### config.mk
export PLATFORM = sky130hd
export DESIGN_NAME = adc_spi_rx
export DESIGN_NICKNAME = d
export VERILOG_FILES = /design/src/rtl/adc_spi_rx_pkg.sv /design/src/rtl/adc_spi_rx_sclk_divider.sv /design/src/rtl/adc_spi_rx.sv
export SDC_FILE = /design/constraint.sdc
export NUM_CORES = 1
export LEC_CHECK = 0
export CAP_MARGIN = 20
export CORE_AREA = 4 4 80 59
export DETAILED_ROUTE_END_ITERATION = 8
export DIE_AREA = 0 0 84 63
export GPL_ROUTABILITY_DRIVEN = 0
export GPL_TIMING_DRIVEN = 0
export PLACE_DENSITY = 0.87
export SYNTH_ARGS = -nofsm -noshare
export SYNTH_HDL_FRONTEND = slang
export SYNTH_SLANG_ARGS = --single-unit
### constraint.sdc
create_clock -name Clk -period 2.4 [get_ports Clk]
set_input_delay 0.48 -clock Clk [delete_from_list [all_inputs] [get_ports Clk]]
set_output_delay 0.48 -clock Clk [all_outputs]
set_load 0.02 [all_outputs]
### src/rtl/adc_spi_rx_pkg.sv
// adc_spi_rx_pkg: shared state encoding, output width and midscale offset for adc_spi_rx
package adc_spi_rx_pkg;
    localparam logic [1:0] IDLE  = 2'd0;
    localparam logic [1:0] SHIFT = 2'd1;
    localparam logic [1:0] DONE  = 2'd2;
    localparam int OUT_W = 16;

    function automatic logic [OUT_W-1:0] midscale(input int bits);
        return OUT_W'(1) << (bits - 1);
    endfunction

    localparam logic [OUT_W-1:0] MIDSCALE = midscale(12);
endpackage

### src/rtl/adc_spi_rx_sclk_divider.sv
// sclk_divider: ticks once every HALF_DIV clk cycles, held at zero while clr is high
module sclk_divider #(
    parameter int HALF_DIV = 4
) (
    input  logic Clk,
    input  logic Rst,
    input  logic clr,
    output logic tick
);
    logic [7:0] cnt;

    assign tick = !clr && cnt == 8'(HALF_DIV - 1);

    always_ff @(posedge Clk or negedge Rst)
        if (!Rst) cnt <= '0;
        else      cnt <= (clr || tick) ? '0 : cnt + 8'd1;
endmodule

### src/rtl/adc_spi_rx.sv
// adc_spi_rx: free-running SPI ADC frame receiver with offset-binary to two's complement conversion
module adc_spi_rx
    import adc_spi_rx_pkg::*;
#(
    parameter int HALF_DIV   = 4,
    parameter int QUIET_CYC  = 8,
    parameter int FRAME_BITS = 16,
    parameter int DATA_BITS  = 12
) (
    input  logic                    Clk,
    input  logic                    Rst,
    input  logic                    sdata,
    output logic                    cs,
    output logic                    sclk,
    output logic signed [OUT_W-1:0] dato_final,
    output logic                    dato_valid
);
    localparam int BW = $clog2(FRAME_BITS + 1);

    logic [1:0]            state;
    logic [7:0]            quiet;
    logic [BW-1:0]         bits;
    logic [FRAME_BITS-1:0] shreg;
    logic [FRAME_BITS-1:0] shreg_nxt;
    logic [OUT_W-1:0]      conv;
    logic                  tick;
    logic                  last;

    sclk_divider #(.HALF_DIV(HALF_DIV)) u_div (
        .Clk  (Clk),
        .Rst  (Rst),
        .clr  (state != SHIFT),
        .tick (tick)
    );

    assign shreg_nxt = FRAME_BITS'({shreg, sdata});
    assign conv      = OUT_W'(shreg_nxt[DATA_BITS-1:0]) - midscale(DATA_BITS);
    // the final rising sclk edge and the move to DONE share one clk edge
    assign last      = tick && !sclk && bits == BW'(FRAME_BITS - 1);

    always_ff @(posedge Clk or negedge Rst)
        if (!Rst) begin
            state      <= IDLE;
            quiet      <= '0;
            bits       <= '0;
            shreg      <= '0;
            cs         <= 1'b1;
            sclk       <= 1'b1;
            dato_final <= '0;
            dato_valid <= 1'b0;
        end else begin
            dato_valid <= 1'b0;
            case (state)
                IDLE: begin
                    quiet <= quiet + 8'd1;
                    if (quiet == 8'(QUIET_CYC - 1)) begin
                        quiet <= '0;
                        state <= SHIFT;
                        cs    <= 1'b0;
                    end
                end
                SHIFT: if (tick) begin
                    sclk <= ~sclk;
                    if (!sclk) begin
                        shreg <= shreg_nxt;
                        bits  <= bits + BW'(1);
                    end
                    if (last) begin
                        bits       <= '0;
                        state      <= DONE;
                        cs         <= 1'b1;
                        dato_valid <= 1'b1;
                        dato_final <= conv;
                    end
                end
                default: state <= IDLE;
            endcase
        end
endmodule

==> flow_summary.yaml, run 1 <==
run_status:
  status: "complete, no violations"
route:
  drc: 0
  wl_per_cell_um: 12.8
  vias_per_cell: 5.06
  ant_nets: 0
  routed_wl_mm: 3.46
  vias: 1367
  drt_iter0_drc: 38
  first_pass_iters: 4
place:
  dp_worst_setup_slack_ns: -0.0549
  dpl.cell_count: 261
  dp_hpwl_mm: 2.51
  io_buffers: 21
floorplanning:
  fp.dieW_um: 84
  io_pins: 22
  initial_core_util_pct: 54.4
  dieArea_um2: 5290
  die_height_um: 63
  core_area_um2: 3900
  row_count: 19
pwr:
  switching_share_pct: 19.0
  p_leak_nw: 1.23
  peakVddDrop_mv: 0.521
  total_power_mw: 1.45
  p_int_mw: 1.18
  powerDensity_nw_per_um2: 571
  switching_power_mw: 0.276
  p_comb_share_pct: 1.8
  power.share.sequential_pct: 57.3
  clock_power_share_pct: 40.9
clock_tree:
  cts_tree: "yes"
  numCtsBuffers: 5
  clock_latency_ns: 0.30
  clock-sinks: 49
  holdBufCountCts: 0
  path_clk_slew_ns: 0.09
  cts-root-buf: "clkbuf_8"
  htree_levels: 2
  cts_buffer_depth: 2
sta:
  relSlewSlack_pct: 60.8
  max_freq_mhz: 438
  report.final.slew_viol_count: 0
  hold_viol: 0
  period_minus_slack_ns: 2.28
  fin_worst_skew_ns: 0.00612
  setup_ws_ns: 0.118
  hold_slack_ns: 0.173
  finalSetupViolCount: 0
  period_share_pct: 95.1
  rsz0062_at_grt: "no"
  tightest_slew_ns: 0.588
yosys:
  postSynthAreaPerCell_um2: 11.3
  synth_most_common_cell: "dfrtp_1"
  synthArstFlopShare_pct: 100
  synth_seq_cells: 49
  synth_nets: 193
  synthesis.area_um2: 2120
  syn_inst: 187
  synth-edff-count: 0
  yosysSeqAreaShare_pct: 58.0
  yosysTopAreaCell: "dfrtp_1"
  ys_types: 37
  yosys-top-cells-area: "dfrtp_1, nand2_1, mux2_4"
  yosysTopAreaCellShare_pct: 55.5
  yosys_warnings: 0
  synth_commonest_cells: "dfrtp_1, nand2_1, nor2_1, nand3_1, xnor2_1"
  yosys_most_used_dff: "dfrtp_1"
grt:
  grt_max_degree: 27
  met3_usage_pct: 4.48
  busiest_layer: "met2"
  gr-total-overflow: 0
  grt.met2_usage_pct: 21.7
  grt_usage_pct: 14.0
  antenna_found_initial: 0
  grt_pass1_vias: 1301
  grt_pass1_wl_mm: 5.98
  grtUsageMet1_pct: 19.1
setup_path:
  crit_family: "simple AND/OR/NAND/NOR gates"
  critical_path.max_stage_delay_ns: 0.46
  critPathArrivalTime_ns: 2.47
  cp.required_ns: 2.59
  path_class: "reg -> reg"
  crit_path_end_kind: "register"
  worstPathMaxFanout: 10
  startpoint_type: "register"
  crit_buf_inv: 3
  critPathSlowestCell: "or4b_1"
  path_cells: "ha_2, or4b_1, buf_6, or4_1, clkbuf_1, buf_2, nand2_1, nand2_1"
  cpMostUsedCell: "nand2_1"
cells_and_area:
  diodes: 0
  area.growth.synth_to_final_pct: 20.0
  drive_above_1_share_pct: 16.5
  fin_cells: 270
  finish.net_count: 223
  final_core_util_pct: 65.2
hold_path:
  hp-class: "in -> async"
job:
  cap_violations: 0
## final timing paths
path                       slack, ns             end  cells after the start          from
max in group asynchronous       1.63              cs                      2           Rst
hold reg to reg                 0.46  dato_final[14]                      1     shreg[10]
hold / removal                  0.17        quiet[5]                      1           Rst
setup / recovery                0.12        shreg[8]                      8  u_div.cnt[0]
setup reg to reg                0.12        shreg[8]                      8  u_div.cnt[0]
min in group Clk                0.46  dato_final[14]                      1     shreg[10]
## per-stage QoR
stage	setup TNS, ns	instance area, um2
detailed placement	-0.306	2420
floorplan	0	2120
global route	0	2540
CTS	0	2540
finish	0	2540
global placement	-23.17	2390
## what timing repair did
action | 4_1_cts | 5_1_grt
setup buffers | 1 | 0
endpoints found under the setup margin | 6 | 5
endpoints found under the hold margin | 0 | 0
pin swaps | 1 | 0
gates resized for setup | 0 | 1
## cell families (layout without fill, tap and decap cells)
family / Yosys count / in the layout / synth area share (%)
DFF: 49 / 49 / 58.0
xor gates and xnor gates: 15 / 15 / 6.20
and+or+nand+nor: 86 / 86 / 20.3
muxes: 12 / 12 / 7.38
AOI/OAI and AO/OA: 8 / 8 / 2.36
adders and majority gates: 3 / 3 / 1.77
buffers and inverters: 14 / 45 / 4.01
## layout by cell type, fill, tap and decap left out, drive strengths merged, types with 2 or more instances in the layout
cell,count
dfstp,2
nand4,3
buf,12
and3,3
clkbuf,10
xnor2,8
or2,2
clkdlybuf4s50,20
inv,2
xor2,7
nor4b,4
nand3,10
o21ai,4
ha,3
nor4,2
nor2,12
dfrtp,47
nand2,42
mux2,11
## layer usage
metal / vias to the layer above / part of all wire [%]
li1: 686 / -
met1: 651 / 50
met2: 26 / 44
met3: 4 / 5.2
met4: 0 / 1.1
met5: - / 0
## power by group through the flow
stage,combinational (mW),sequential (mW),clock (mW)
after floorplan,0.00300,0.848,0
after global placement,0.0226,0.849,0
after detailed placement,0.0276,0.849,0
after CTS,0.0278,0.832,0.608
after global routing,0.0315,0.833,0.648
final,0.0262,0.832,0.594
## cell type report
cell class / count / area, um2
inverter: 2 / 7.51
clock buffer: 7 / 86.3
timing repair buffer: 23 / 240
sequential: 49 / 1230
tap: 52 / 65.1
clock inverter: 1 / 30.0
buffer: 12 / 77.6
multi-input combinational: 124 / 808
fill: 310 / 1360
## state kept, by name, indices dropped and copies added, names as in the netlist
| name | count |
|---|---|
| state | 2 |
| cs | 1 |
| bits | 5 |
| u_div.cnt | 8 |
| shreg | 11 |
| dato_valid | 1 |
| dato_final | 12 |
| sclk | 1 |
| quiet | 8 |
No activity file was read; power rests on OpenSTA's default activity.
==> run 2, diff against run 1 <==
==> constraint.sdc (replaced) <==
create_clock -name Clk -period 2.4 [get_ports Clk]
set_input_delay 0.48 -clock Clk [delete_from_list [all_inputs] [get_ports Clk]]
set_output_delay 0.48 -clock Clk [all_outputs]
set_load 0.01 [all_outputs]
==> results of run 2 <==
No change in the layout: final DEF, timing and power equal those of run 1.
